===== config.mk =====
export PLATFORM = sky130hd
export DESIGN_NAME = game_flow_ctrl
export DESIGN_NICKNAME = d
export VERILOG_FILES = /design/src/rtl/game_flow_ctrl.sv
export SDC_FILE = /design/constraint.sdc
export NUM_CORES = 1
export LEC_CHECK = 0
export ABC_AREA = 1
export BUFFER_PORTS_ARGS = -buffer_cell sky130_fd_sc_hd__buf_2
export CAP_MARGIN = 20
export CELL_PAD_IN_SITES_DETAIL_PLACEMENT = 0
export CELL_PAD_IN_SITES_GLOBAL_PLACEMENT = 1
export CORE_ASPECT_RATIO = 0.9
export CORE_MARGIN = 2
export CORE_UTILIZATION = 42
export CTS_CLUSTER_SIZE = 12
export DETAILED_ROUTE_END_ITERATION = 8
export GPL_TIMING_DRIVEN = 0
export PLACE_DENSITY = 0.81
export SYNTH_ARGS = -nofsm -noshare
export SYNTH_HDL_FRONTEND = slang
export SYNTH_SLANG_ARGS = --single-unit

===== constraint.sdc =====
create_clock -name clk -period 2 [get_ports clk]
set_clock_uncertainty 0.1 [all_clocks]
set_input_delay 0.2 -clock clk [delete_from_list [all_inputs] [get_ports clk]]
set_output_delay 0.2 -clock clk [all_outputs]
set_load 0.01 [all_outputs]

===== src/rtl/game_flow_ctrl.sv =====
// -----------------------------------------------------------------------------
// game_flow_ctrl
//
// Match sequencer for the two-paddle VGA ball game. It generates the movement
// tick, gates it to the motion datapath only while the ball is in play,
// detects misses at the top and bottom edges, keeps both scores, re-serves the
// ball with a one-cycle load pulse, and runs pause and game-over.
//
// Optional feature (compile-time macro): GAME_AUTO_RESTART_EN
//   Defined   : OVER returns to IDLE by itself after OVER_TICKS ticks, clearing
//               scores and winner; start_key in OVER still re-serves.
//   Undefined : OVER is held until start_key; no OVER timeout logic exists.
//
// Ports
//   clk         in   system clock
//   rst_n       in   asynchronous active-low reset
//   start_key   in   one-cycle debounced start key pulse
//   pause_key   in   one-cycle debounced pause key pulse
//   ball_y      in   [9:0] ball top-left y from the motion datapath
//   ball_down   in   ball vertical direction, 1 = moving down
//   move_en     out  one-cycle motion strobe, only while in PLAY
//   ball_load   out  one-cycle pulse: reload the ball to its serve position
//   serve_down  out  serve direction used by the next ball_load
//   score1      out  [SCORE_W-1:0] bottom player score
//   score2      out  [SCORE_W-1:0] top player score
//   winner      out  [1:0] 0 = none, 1 = bottom player, 2 = top player
//   state_code  out  [2:0] IDLE=0 SERVE=1 PLAY=2 PAUSE=3 POINT=4 OVER=5
// -----------------------------------------------------------------------------
module game_flow_ctrl #(
   parameter int unsigned TICK_DIV     = 500000,
   parameter int unsigned SCORE_W      = 4,
   parameter int unsigned WIN_SCORE    = 7,
   parameter int unsigned SERVE_TICKS  = 100,
   parameter int unsigned POINT_TICKS  = 150,
   parameter int unsigned TOP_LIMIT    = 10,
   parameter int unsigned BOTTOM_LIMIT = 590
`ifdef GAME_AUTO_RESTART_EN
   ,
   parameter int unsigned OVER_TICKS   = 300
`endif
) (
   input  logic               clk,
   input  logic               rst_n,
   input  logic               start_key,
   input  logic               pause_key,
   input  logic [9:0]         ball_y,
   input  logic               ball_down,
   output logic               move_en,
   output logic               ball_load,
   output logic               serve_down,
   output logic [SCORE_W-1:0] score1,
   output logic [SCORE_W-1:0] score2,
   output logic [1:0]         winner,
   output logic [2:0]         state_code
);

   localparam int unsigned TickW = (TICK_DIV > 1) ? $clog2(TICK_DIV) : 1;

   // Phase counter only has to reach the longest timed interval minus one.
   localparam int unsigned PhaseSp = (SERVE_TICKS > POINT_TICKS) ? SERVE_TICKS : POINT_TICKS;
`ifdef GAME_AUTO_RESTART_EN
   localparam int unsigned PhaseMax = (PhaseSp > OVER_TICKS) ? PhaseSp : OVER_TICKS;
`else
   localparam int unsigned PhaseMax = PhaseSp;
`endif
   localparam int unsigned PhaseW = (PhaseMax > 1) ? $clog2(PhaseMax) : 1;

   localparam logic [TickW-1:0]   TickLast  = TickW'(TICK_DIV - 1);
   localparam logic [PhaseW-1:0]  ServeLast = PhaseW'(SERVE_TICKS - 1);
   localparam logic [PhaseW-1:0]  PointLast = PhaseW'(POINT_TICKS - 1);
`ifdef GAME_AUTO_RESTART_EN
   localparam logic [PhaseW-1:0]  OverLast  = PhaseW'(OVER_TICKS - 1);
`endif
   localparam logic [SCORE_W-1:0] WinVal    = SCORE_W'(WIN_SCORE);
   localparam logic [9:0]         TopLim    = 10'(TOP_LIMIT);
   localparam logic [9:0]         BotLim    = 10'(BOTTOM_LIMIT);

   typedef enum logic [2:0] {
      StIdle  = 3'd0,
      StServe = 3'd1,
      StPlay  = 3'd2,
      StPause = 3'd3,
      StPoint = 3'd4,
      StOver  = 3'd5
   } state_e;

   state_e               state_q, state_d;
   logic [TickW-1:0]     tick_cnt_q;
   logic [PhaseW-1:0]    phase_q, phase_d;
   logic                 move_en_q, move_en_d;
   logic                 ball_load_q, ball_load_d;
   logic                 serve_down_q, serve_down_d;
   logic [SCORE_W-1:0]   score1_q, score1_d;
   logic [SCORE_W-1:0]   score2_q, score2_d;
   logic [1:0]           winner_q, winner_d;

   logic tick;
   logic bottom_miss;
   logic top_miss;
   logic serve_done;
   logic point_done;
   logic score1_win;
   logic score2_win;
`ifdef GAME_AUTO_RESTART_EN
   logic over_done;
`endif

   assign tick        = (tick_cnt_q == TickLast);
   assign bottom_miss = ball_down && (ball_y >= BotLim);
   assign top_miss    = !ball_down && (ball_y <= TopLim);
   assign serve_done  = tick && (phase_q == ServeLast);
   assign point_done  = tick && (phase_q == PointLast);
   assign score1_win  = (score1_q == WinVal);
   assign score2_win  = (score2_q == WinVal);
`ifdef GAME_AUTO_RESTART_EN
   assign over_done   = tick && (phase_q == OverLast);
`endif

   // Free-running movement tick divider; runs in every state.
   always_ff @(posedge clk or negedge rst_n) begin
      if (!rst_n) begin
         tick_cnt_q <= '0;
      end else if (tick) begin
         tick_cnt_q <= '0;
      end else begin
         tick_cnt_q <= tick_cnt_q + TickW'(1);
      end
   end

   // State register.
   always_ff @(posedge clk or negedge rst_n) begin
      if (!rst_n) begin
         state_q <= StIdle;
      end else begin
         state_q <= state_d;
      end
   end

   // Next-state logic.
   always_comb begin
      state_d = state_q;
      unique case (state_q)
         StIdle: begin
            if (start_key) state_d = StServe;
         end
         StServe: begin
            if (serve_done) state_d = StPlay;
         end
         StPlay: begin
            // A miss wins over a simultaneous pause request.
            if (bottom_miss || top_miss) begin
               state_d = StPoint;
            end else if (pause_key) begin
               state_d = StPause;
            end
         end
         StPause: begin
            if (pause_key) begin
               state_d = StPlay;
            end else if (start_key) begin
               state_d = StIdle;
            end
         end
         StPoint: begin
            if (point_done) begin
               state_d = (score1_win || score2_win) ? StOver : StServe;
            end
         end
         StOver: begin
            if (start_key) begin
               state_d = StServe;
`ifdef GAME_AUTO_RESTART_EN
            end else if (over_done) begin
               state_d = StIdle;
`endif
            end
         end
         default: state_d = StIdle;
      endcase
   end

   // Output and datapath next-state logic.
   always_comb begin
      // Phase restarts from zero on every state entry.
      if (state_d != state_q) begin
         phase_d = '0;
      end else if (tick) begin
         phase_d = phase_q + PhaseW'(1);
      end else begin
         phase_d = phase_q;
      end

      // Only ticks that fall inside PLAY reach the motion datapath.
      move_en_d    = tick && (state_q == StPlay) && (state_d == StPlay);
      ball_load_d  = (state_d == StServe) && (state_q != StServe);
      serve_down_d = serve_down_q;
      score1_d     = score1_q;
      score2_d     = score2_q;
      winner_d     = winner_q;

      unique case (state_q)
         StIdle, StOver: begin
            if (start_key) begin
               score1_d     = '0;
               score2_d     = '0;
               winner_d     = 2'd0;
               serve_down_d = 1'b1;
`ifdef GAME_AUTO_RESTART_EN
            end else if (state_d == StIdle && state_q == StOver) begin
               score1_d = '0;
               score2_d = '0;
               winner_d = 2'd0;
`endif
            end
         end
         StPlay: begin
            if (bottom_miss) begin
               if (score2_q < WinVal) score2_d = score2_q + SCORE_W'(1);
               serve_down_d = 1'b1;
            end else if (top_miss) begin
               if (score1_q < WinVal) score1_d = score1_q + SCORE_W'(1);
               serve_down_d = 1'b0;
            end
         end
         StPoint: begin
            if (point_done) begin
               if (score1_win) begin
                  winner_d = 2'd1;
               end else if (score2_win) begin
                  winner_d = 2'd2;
               end
            end
         end
         default: ;
      endcase
   end

   always_ff @(posedge clk or negedge rst_n) begin
      if (!rst_n) begin
         phase_q      <= '0;
         move_en_q    <= 1'b0;
         ball_load_q  <= 1'b0;
         serve_down_q <= 1'b1;
         score1_q     <= '0;
         score2_q     <= '0;
         winner_q     <= 2'd0;
      end else begin
         phase_q      <= phase_d;
         move_en_q    <= move_en_d;
         ball_load_q  <= ball_load_d;
         serve_down_q <= serve_down_d;
         score1_q     <= score1_d;
         score2_q     <= score2_d;
         winner_q     <= winner_d;
      end
   end

   assign move_en    = move_en_q;
   assign ball_load  = ball_load_q;
   assign serve_down = serve_down_q;
   assign score1     = score1_q;
   assign score2     = score2_q;
   assign winner     = winner_q;
   assign state_code = state_q;

endmodule


==> impl_metrics.tcl <==
set metrics [dict create \
    p_clk_share_pct 30.8 \
    multi_input_area_um2 1280 \
    start_util_pct 44.15 \
    layout-drive-gt1-share_pct 21.91 \
    worstSetupEndpointType "flop" \
    ys_seq_elements 43 \
    worst_ep_required_time_ns 2.09 \
    synth_top_area_share_pct 41.34 \
    h-tree-depth 2 \
    start_kind "flop" \
    cts_tree "done" \
    p_sw_mw 0.5594 \
    yosysUniqueCellTypes 34 \
    clock_tree.buffer_depth 2 \
    max_stage_delay_ns 0.41 \
    register_area_um2 1079 \
    syn_to_final_growth_pct 17.42 \
    leakagePower_nw 1.538 \
    ir_worst_vdd_mv 0.3253 \
    seq_area_frac_synth_pct 42.37 \
    synth.avg_cell_area_um2 7.456 \
    timing.final.crit_period_ns 1.846 \
    slew_violations 0 \
    clkTransAtPathRegs_ns 0.09 \
    netlist_area_um2 2542 \
    synthCells 341 \
    fin_tns_setup_ns 0 \
    power.total_mw 1.822 \
    nNetsFinal 407 \
    clock-sinks 43 \
    yosys_warnings 0 \
    rows 26 \
    synth_fp_nets 361 \
    fillers 572 \
    path_delay_family "simple AND/OR/NAND/NOR gates" \
    overflow 0 \
    hold_violations 0 \
    power_density_nw_per_um2 610.3 \
    synth_top_cell_by_area "dfrtp_1" \
    dieArea_um2 6692 \
    internal-power_mw 1.263 \
    synth_most_common_cell "nand2_1" \
    status "completed" \
    comb_power_share_pct 17.5 \
    dp.cells 441 \
    grt_pass1_vias 2088 \
    fmax_mhz 541.7 \
    switching_share_pct 30.70 \
    die_y_um 77.81 \
    drtIter0Drc 80 \
    diodes 0 \
    synth_common_cells "75 x nand2_1, 53 x inv_1, 47 x nor2_1" \
    path_buf_inv 1 \
    hp-class "input pin to asynchronous set/reset pin" \
    post_drt_via_cell_ratio 4.841 \
    vias 2217 \
    final_core_util_pct 51.85 \
    synth_edf_count 0 \
    grt_max_degree 44 \
    ys_top_cells_by_area "dfrtp_1 41%, nand2_1 11%, inv_1 7.8%, nor2_1 6.9%, a21oi_1 3.7%" \
    seq_power_share_pct 51.7 \
    drt_first_pass_iters 4 \
    synthFlopType "dfrtp_1" \
    maxCapViolations 0 \
    crit_fanout 8 \
    io_pins 31 \
    numPortBuffers 30 \
    layout.cells.non_filler 458 \
    path_cells "ha_4 -> nand2_2 -> nor2_4 -> inv_2 -> nor2_4 -> nand3_2 -> nand2_2 -> nand2_2 -> nor2_4 -> nand2_1 -> nand3_4 -> nor2_1" \
    dp_slack_ns -0.05477 \
    dieWidth_um 86.01 \
    ant_nets 0 \
    tightest_slew_ns 0.3353 \
    drcViolationCount 0 \
    routed_wl_um 5405 \
    grt_pass1_wl_um 9480 \
    max-slew-margin-rel_pct 77.41 \
    grt_usage_pct 17.64 \
    wl_per_cell_um 11.80 \
    setup_ws_ns 0.1539 \
    cp.arrival_ns 1.94 \
    ys_async_sr_fraction_pct 100.0 \
    gp_congestion 0.8005 \
    clkLatencyLatePin_ns 0.29 \
    cts-root-buf "clkbuf_8" \
    hpwl_um 3928 \
    tritoncts.num_buffers 5 \
    fin_crit_sh_pct 92.31 \
    critical_path_class "flop to flop" \
    core_um2 5758 \
    antenna_found_initial 0 \
    setup_violations 0 \
    rsz0062_at_grt "true" \
    critPathSlowestCell "dfrtp_1" \
]
-- power groups by stage --
stage	combinational (mW)	sequential, mW	clock [mW]
after floorplan	0.193	0.970	0
after detailed placement	0.315	0.958	0
final	0.320	0.942	0.561
after CTS	0.317	0.941	0.576
after global routing	0.364	0.949	0.603
after global placement	0.316	0.958	0
-- kinds of logic (layout without fill, tap and decap cells) --
family                   count (synthesis)  after routing  share of synthesized area [%]
AO/OA/AOI/OAI                           48             48                          10.78
adder cells (fa/ha/maj)                  5              5                          2.461
flip-flops                              43             43                          42.37
AND/OR/NAND/NOR                        179            179                          32.82
buffers and inverters                   57            104                          8.464
XOR/XNOR                                 9              9                          3.101
-- worst reg2reg max path, delay by kind of cell, from the launching register on --
kind	cells	cell delay, ns
flops	1	0.41
buf+inv	1	0.08
fa+ha+maj	1	0.17
simple gates	10	0.99
-- stage by stage --
| step | cell area [µm²] | hold slack [ns] |
|---|---|---|
| 2_1_floorplan | 2542 | -0.1956 |
| 3_3_place_gp | 2780 | 0.3146 |
| 3_5_place_dp | 2780 | 0.3313 |
| 4_1_cts | 2878 | 0.003741 |
| 5_1_grt | 2985 | 0.1872 |
| 6_report | 2985 | 0.1630 |
-- worst paths after layout --
check	from	end	slack, ns	depth (start not counted)
max	tick_cnt_q[1]	phase_q[2]	0.15	12
min	rst_n	score2[3]	0.16	2
max reg2reg	tick_cnt_q[1]	phase_q[2]	0.15	12
min reg2reg	serve_down	serve_down	0.38	2
max in group asynchronous	rst_n	serve_down	1.14	3
min in group clk	pause_key	state_code[1]	0.26	5
-- sequential cells by signal, indices dropped and copies added, names as in the netlist --
name	flops
tick_cnt_q	19
state_code	3
phase_q	8
ball_load	1
winner	2
serve_down	1
move_en	1
score1	4
score2	4
-- final cells by class --
type / instances / share of cell area (%)
well taps: 70 / 2.934
clock buffers: 5 / 2.305
clock inverters: 3 / 0.5029
flip-flops and latches: 43 / 36.13
multi-input cells: 241 / 42.88
inverters: 57 / 7.460
repair buffers: 39 / 7.795
-- layout by cell type (no fill, tap or decap), types with 4 or more instances in the layout --
cell type,count
a21oi_1,19
buf_2,30
buf_4,7
clkbuf_8,5
dfrtp_1,41
ha_1,4
inv_1,50
inv_2,5
nand2_1,73
nand2_2,6
nand3_1,15
nand3_2,5
nand4_1,9
nor2_1,46
nor2_2,5
nor2_4,5
nor3_1,9
o21ai_0,15
xor2_1,9
-- per-layer routing --
metal / share of wire, % / up-vias / track usage [%]
met3: 3.6 / 5 / 3.617
met5: 0 / - / 0
li1: - / 1179 / -
met1: 53 / 1001 / 25.41
met4: 0.85 / 0 / 4.286
met2: 43 / 32 / 27.13
-- repair_timing --
| action | CTS | global route |
|---|---|---|
| endpoints found under the setup margin | 10 | 21 |
| endpoints found under the hold margin | 0 | 42 |
| pin swaps | 0 | 5 |
| gates resized for setup | 3 | 10 |
| buffers inserted | 1 | 6 |
| hold buffers | 0 | 1 |
Power figures use the tool's default switching activity.
